$ cat src/rtl/key_ctrl_pkg.sv
// Shared types and width helpers for the push-button controller.
// Used by key_debounce_fsm and key_input_ctrl.
package key_ctrl_pkg;

    typedef enum logic [1:0] {
        IDLE        = 2'd0,
        DEB_PRESS   = 2'd1,
        HELD        = 2'd2,
        DEB_RELEASE = 2'd3
    } key_state_e;

    // Bits needed to hold 0..stable_ticks.
    function automatic int cnt_width(input int stable_ticks);
        return (stable_ticks < 2) ? 1 : $clog2(stable_ticks + 1);
    endfunction

    function automatic int rep_width(input int repeat_delay);
        return (repeat_delay < 2) ? 1 : $clog2(repeat_delay + 1);
    endfunction

    // Bits needed to hold 0..tick_div-1.
    function automatic int tick_width(input int tick_div);
        return (tick_div < 3) ? 1 : $clog2(tick_div);
    endfunction

endpackage

$ cat src/rtl/key_debounce_fsm.sv
// One key: 2-flop synchroniser, debounce FSM and optional auto-repeat.
// Auto-repeat is built only when KEY_AUTOREPEAT_EN is defined.
module key_debounce_fsm
    import key_ctrl_pkg::*;
#(
    parameter int STABLE_TICKS = 10,
    parameter int REPEAT_DELAY = 300,
    parameter int REPEAT_RATE  = 50
) (
    input  logic clk,
    input  logic rst,
    input  logic tick_i,
    input  logic enable_i,
    input  logic key_i,
    output logic level_o,
    output logic press_o,
    output logic release_o
);

    localparam int               CNT_W    = cnt_width(STABLE_TICKS);
    localparam logic [CNT_W-1:0] CNT_ONE  = CNT_W'(1);
    localparam logic [CNT_W-1:0] CNT_DONE = CNT_W'(STABLE_TICKS);
    localparam bit               INSTANT  = (STABLE_TICKS == 1);

`ifdef KEY_AUTOREPEAT_EN
    localparam bit AUTOREPEAT = 1'b1;
`else
    localparam bit AUTOREPEAT = 1'b0;
`endif

    if (STABLE_TICKS < 1 ||
        (AUTOREPEAT && (REPEAT_RATE < 1 || REPEAT_RATE > REPEAT_DELAY))) begin : g_param_check
        $error("key_debounce_fsm: invalid debounce/repeat parameters");
    end

    logic [1:0]       sync_q;
    logic             key_sync;
    logic             step;
    logic             repeat_fire;
    key_state_e       state_q, state_d;
    logic [CNT_W-1:0] cnt_q, cnt_d;
    logic [CNT_W-1:0] cnt_inc;
    logic             level_q, level_d;
    logic             press_q, press_d;
    logic             release_q, release_d;

    always_ff @(posedge clk or negedge rst) begin
        if (!rst) begin
            sync_q <= '0;
        end else begin
            sync_q <= {sync_q[0], key_i};
        end
    end

    assign key_sync = sync_q[1];
    assign step     = tick_i & enable_i;
    assign cnt_inc  = cnt_q + CNT_ONE;

    always_comb begin
        state_d   = state_q;
        cnt_d     = cnt_q;
        level_d   = level_q;
        press_d   = 1'b0;
        release_d = 1'b0;
        if (step) begin
            case (state_q)
                IDLE: begin
                    if (key_sync) begin
                        if (INSTANT) begin
                            state_d = HELD;
                            level_d = 1'b1;
                            press_d = 1'b1;
                        end else begin
                            state_d = DEB_PRESS;
                            cnt_d   = CNT_ONE;
                        end
                    end
                end
                DEB_PRESS: begin
                    if (!key_sync) begin
                        state_d = IDLE;
                        cnt_d   = '0;
                    end else if (cnt_inc == CNT_DONE) begin
                        state_d = HELD;
                        cnt_d   = '0;
                        level_d = 1'b1;
                        press_d = 1'b1;
                    end else begin
                        cnt_d = cnt_inc;
                    end
                end
                HELD: begin
                    if (!key_sync) begin
                        if (INSTANT) begin
                            state_d   = IDLE;
                            level_d   = 1'b0;
                            release_d = 1'b1;
                        end else begin
                            state_d = DEB_RELEASE;
                            cnt_d   = CNT_ONE;
                        end
                    end else begin
                        press_d = repeat_fire;
                    end
                end
                DEB_RELEASE: begin
                    // A bounce back high returns to HELD without touching the repeat counter.
                    if (key_sync) begin
                        state_d = HELD;
                        cnt_d   = '0;
                    end else if (cnt_inc == CNT_DONE) begin
                        state_d   = IDLE;
                        cnt_d     = '0;
                        level_d   = 1'b0;
                        release_d = 1'b1;
                    end else begin
                        cnt_d = cnt_inc;
                    end
                end
                default: begin
                    state_d = IDLE;
                    cnt_d   = '0;
                    level_d = 1'b0;
                end
            endcase
        end
    end

    always_ff @(posedge clk or negedge rst) begin
        if (!rst) begin
            state_q   <= IDLE;
            cnt_q     <= '0;
            level_q   <= 1'b0;
            press_q   <= 1'b0;
            release_q <= 1'b0;
        end else begin
            state_q   <= state_d;
            cnt_q     <= cnt_d;
            level_q   <= level_d;
            press_q   <= press_d;
            release_q <= release_d;
        end
    end

`ifdef KEY_AUTOREPEAT_EN
    localparam int               REP_W      = rep_width(REPEAT_DELAY);
    localparam logic [REP_W-1:0] REP_FIRE   = REP_W'(REPEAT_DELAY);
    localparam logic [REP_W-1:0] REP_RELOAD = REP_W'(REPEAT_DELAY - REPEAT_RATE);

    logic [REP_W-1:0] rep_q, rep_d;
    logic [REP_W-1:0] rep_inc;

    assign rep_inc = rep_q + REP_W'(1);

    always_comb begin
        rep_d       = rep_q;
        repeat_fire = 1'b0;
        if (step) begin
            case (state_q)
                IDLE, DEB_PRESS: rep_d = '0;
                HELD: begin
                    if (key_sync && (rep_q != '1)) begin
                        if (rep_inc == REP_FIRE) begin
                            repeat_fire = 1'b1;
                            rep_d       = REP_RELOAD;
                        end else begin
                            rep_d = rep_inc;
                        end
                    end
                end
                default: rep_d = rep_q;
            endcase
        end
    end

    always_ff @(posedge clk or negedge rst) begin
        if (!rst) begin
            rep_q <= '0;
        end else begin
            rep_q <= rep_d;
        end
    end
`else
    assign repeat_fire = 1'b0;
`endif

    assign level_o   = level_q;
    assign press_o   = press_q;
    assign release_o = release_q;

endmodule

$ cat src/rtl/key_input_ctrl.sv
// Push-button controller: shared sample tick plus one debounce FSM per key.
// Define KEY_AUTOREPEAT_EN to add held-key auto-repeat press pulses.
module key_input_ctrl
    import key_ctrl_pkg::*;
#(
    parameter int NUM_KEYS     = 4,
    parameter int TICK_DIV     = 50000,
    parameter int STABLE_TICKS = 10,
    parameter int REPEAT_DELAY = 300,
    parameter int REPEAT_RATE  = 50
) (
    input  logic                clk,
    input  logic                rst,
    input  logic                enable,
    input  logic [NUM_KEYS-1:0] key_in,
    output logic [NUM_KEYS-1:0] key_level,
    output logic [NUM_KEYS-1:0] key_press,
    output logic [NUM_KEYS-1:0] key_release,
    output logic                any_event
);

    localparam int                TICK_W    = tick_width(TICK_DIV);
    localparam logic [TICK_W-1:0] TICK_LAST = TICK_W'(TICK_DIV - 1);

    if (TICK_DIV < 2 || NUM_KEYS < 1) begin : g_param_check
        $error("key_input_ctrl: TICK_DIV must be >= 2 and NUM_KEYS >= 1");
    end

    logic [TICK_W-1:0] tick_cnt_q, tick_cnt_d;
    logic              tick;

    always_comb begin
        tick       = enable && (tick_cnt_q == TICK_LAST);
        tick_cnt_d = tick_cnt_q;
        if (enable) begin
            tick_cnt_d = tick ? '0 : tick_cnt_q + TICK_W'(1);
        end
    end

    always_ff @(posedge clk or negedge rst) begin
        if (!rst) begin
            tick_cnt_q <= '0;
        end else begin
            tick_cnt_q <= tick_cnt_d;
        end
    end

    for (genvar k = 0; k < NUM_KEYS; k++) begin : g_key
        key_debounce_fsm #(
            .STABLE_TICKS (STABLE_TICKS),
            .REPEAT_DELAY (REPEAT_DELAY),
            .REPEAT_RATE  (REPEAT_RATE)
        ) u_fsm (
            .clk       (clk),
            .rst       (rst),
            .tick_i    (tick),
            .enable_i  (enable),
            .key_i     (key_in[k]),
            .level_o   (key_level[k]),
            .press_o   (key_press[k]),
            .release_o (key_release[k])
        );
    end

    assign any_event = |(key_press | key_release);

endmodule

$ cat config.mk
export PLATFORM = sky130hd
export DESIGN_NAME = key_input_ctrl
export DESIGN_NICKNAME = d
export VERILOG_FILES = /design/src/rtl/key_ctrl_pkg.sv /design/src/rtl/key_debounce_fsm.sv /design/src/rtl/key_input_ctrl.sv
export SDC_FILE = /design/constraint.sdc
export NUM_CORES = 1
export LEC_CHECK = 0
export ABC_AREA = 1
export CAP_MARGIN = 40
export CORE_MARGIN = 2
export CORE_UTILIZATION = 55
export CTS_BUF_LIST = sky130_fd_sc_hd__clkbuf_4 sky130_fd_sc_hd__clkbuf_8 sky130_fd_sc_hd__clkbuf_16
export CTS_CLUSTER_DIAMETER = 30
export CTS_CLUSTER_SIZE = 25
export DETAILED_ROUTE_END_ITERATION = 16
export PLACE_DENSITY_LB_ADDON = 0.12
export REMOVE_ABC_BUFFERS = 1
export SYNTH_ARGS = -nofsm -noshare
export SYNTH_HDL_FRONTEND = slang
export SYNTH_HIERARCHICAL = 1
export SYNTH_SLANG_ARGS = --single-unit
$ cat constraint.sdc
create_clock -name clk -period 3.55 [get_ports clk]
set_input_delay 0.71 -clock clk [delete_from_list [all_inputs] [get_ports clk]]
set_output_delay 0.71 -clock clk [all_outputs]
set_load 0.02 [all_outputs]
==> qor.txt <==
crit path DAT: 1.89 ns
register area share after synthesis: 0.447
Starting Density: 0.567
RD Place Congestion: 0.914
I/O Buffers: 19
CP max FO: 2
hpwl dp: 4.73 mm
Lkg Pwr: 0.00194 uW
Die Width: 82.2 um
top_reg_cell synth: dfrtp_1
Reg clk slew, reported paths: 0.07 ns
drt first pass iters: 4
area share of the largest cell type after synthesis: 0.447
fraction of layout cells with a size suffix above 1: 0.239
All-Layer GR Usage: 0.217
# IOs: 20
Max H-tree Level: 3
Synth Instances: 403
synth top area cells: dfrtp_1 (45%), nand2_1 (9.3%), inv_1 (6.0%), nand2_2 (5.8%), nand3_1 (4.5%)
Area growth syn-to-layout: 15.3%
routed wire length: 6.34 mm
crit path capture type: primary output
Residual DRC: 0
period utilization: 0.732
most frequent cell after synthesis: nand2_1
DRT antenna net count: 0
Synth Register Bits: 60
Commonest cells post-synth: nand2_1 (83), dfrtp_1 (60), inv_1 (54), nor2_1 (34), nand2_2 (31)
RSZ-0062 raised after global routing: no
Fillers: 516
asr flop ratio synth: 1.00
clock buffer depth: 2
Slew @ Worst Pin: 0.668 ns
first-pass GRT wire length: 11.1 mm
die area: 6750 um^2
critical path type: register to primary output
worst vdd ir: 268 uV
clock latency on the worst-skew pair: 0.34 ns
row cnt: 28
Starting DRT DRC Count: 98
cts hold-fix bufs: 0
antenna violations before repair: 0
final setup fails: 0
Post-synth EDFFs: 0
TritonCTS clock tree: done
grt ovf: 0
HP Class: register to register
largest net degree at the start of global routing: 31
final hold violation count: 0
yosys warns: 6
status: finished, final reports clean
Slew HR: 0.554
vias in the first global route: 2520
via density per instance: 5.15
Clock Tree Root: clkbuf_8
Clock Sinks: 60
PnR Total Power: 1680 uW
Startpoint Class: register
Die Y: 82.2 um
Final Max Slew Viols: 0
Worst Path Required: 2.84 ns
Antenna Cells: 0
cell taking the most area after synthesis: dfrtp_1
TNS Setup: 0 ns
Yosys cell types: 29
Clock Skews: 0.0108 ns
Setup Fix Bufs, Post-CTS: 0
synthesized area per cell: 8.34 um^2
Tmin final: 2.60 ns
core area: 5920 um^2
post-CTS resize count: 0
average routed wire per standard cell: 12.3 um
nets@finish: 451
pwr/cell area: 434 nW/um^2
Max Cap Viol: 0
vias post-DR: 2652
TritonCTS buffer count: 9
Peak Freq: 0.385 GHz
synthesized area: 3360 um^2
==> metrics by stage <==
stage	hold slack (ns)	worst slack [ns]	util	std cells	cell area, um^2
2_1_floorplan	0.331	1.69	-	402	3350
3_3_place_gp	0.333	0.809	0.617	499	3650
3_5_place_dp	0.337	0.744	0.617	499	3650
4_1_cts	0.346	0.863	0.654	515	3870
5_1_grt	0.360	0.827	0.654	515	3870
6_report	0.347	0.951	0.654	515	3870
==> flip-flops by register name, indices dropped and copies added (netlist names), named ones only <==
| name | cells |
|---|---|
| g_key.u_fsm/release_o | 4 |
| g_key.u_fsm/cnt_q | 16 |
| g_key.u_fsm/sync_q | 8 |
| g_key.u_fsm/level_o | 4 |
| g_key.u_fsm/state_q | 4 |
| tick_cnt_q | 16 |
| g_key.u_fsm/press_o | 4 |
==> cell families after synthesis <==
| family | Yosys count | share of synthesized area |
|---|---|---|
| and+or+nand+nor | 228 | 0.350 |
| buffers and inverters | 64 | 0.0756 |
| DFF | 60 | 0.447 |
| AOI/OAI and AO/OA | 42 | 0.0935 |
| adders and majority gates | 9 | 0.0335 |
==> worst paths after layout <==
path | slack (ns) | start | depth (start not counted) | endpoint
min | 0.35 | g_key[3].u_fsm/sync_q[0]$_DFF_PN0_ | 0 | g_key[3].u_fsm/sync_q[1]$_DFF_PN0_
max | 0.95 | g_key[0].u_fsm/release_o$_DFF_PN0_ | 3 | any_event
max reg2reg | 1.42 | tick_cnt_q[0]$_DFFE_PN0P_ | 10 | g_key[0].u_fsm/level_o$_DFFE_PN0P_
min in group asynchronous | 0.39 | rst | 1 | g_key[3].u_fsm/cnt_q[2]$_DFFE_PN0P_
max in group asynchronous | 2.44 | rst | 2 | async pin
min reg2reg | 0.35 | g_key[3].u_fsm/sync_q[0]$_DFF_PN0_ | 0 | g_key[3].u_fsm/sync_q[1]$_DFF_PN0_
==> area by class of cell <==
cell class / instances / area (um^2) / share of cell area
clock buffers: 11 / 145 / 0.0375
multi-input cells: 279 / 1600 / 0.414
inverters: 63 / 246 / 0.0636
clock inverters: 5 / 75.1 / 0.0194
flip-flops and latches: 60 / 1500 / 0.388
repair buffers: 22 / 208 / 0.0536
well taps: 75 / 93.8 / 0.0242
==> layout by cell type (no fill, tap or decap), types with 2 or more instances in the layout <==
| cell type | n |
|---|---|
| o21ai_2 | 8 |
| nand2_1 | 83 |
| o21bai_1 | 2 |
| nor2_2 | 15 |
| nand3_1 | 30 |
| nor3_1 | 3 |
| nor4_1 | 2 |
| clkinv_2 | 3 |
| inv_4 | 4 |
| ha_1 | 9 |
| bufinv_16 | 2 |
| nand2_2 | 31 |
| o31ai_1 | 4 |
| a21oi_1 | 6 |
| o21ai_1 | 4 |
| clkdlybuf4s50_1 | 18 |
| inv_2 | 5 |
| nor2_1 | 34 |
| nor2_4 | 12 |
| clkbuf_8 | 10 |
| nand4_1 | 11 |
| o21a_1 | 4 |
| inv_1 | 54 |
| dfrtp_1 | 60 |
| o21ai_0 | 9 |
| buf_4 | 3 |
| a21oi_4 | 4 |
| nand3_2 | 3 |
==> worst max-delay path: stages, from the launching register on <==
cell and delay (ns):
dfrtp_1 0.38, nor4_1 0.51, nand2_1 0.10, clkdlybuf4s50_1 0.55
==> where the power goes <==
part	internal [uW]	switching [uW]
Clock	418	262
Sequential	727	71.6
Combinational	73.3	129
==> routing by layer <==
| layer | GRT usage | vias up | share of wire |
|---|---|---|---|
| met2 | 0.363 | 35 | 0.49 |
| met4 | 0.0967 | 0 | 0.019 |
| met1 | 0.279 | 1263 | 0.47 |
| met3 | 0.0359 | 12 | 0.025 |
| met5 | 0 | - | 0 |
| li1 | - | 1342 | - |
No activity file was read; power rests on OpenSTA's default activity.
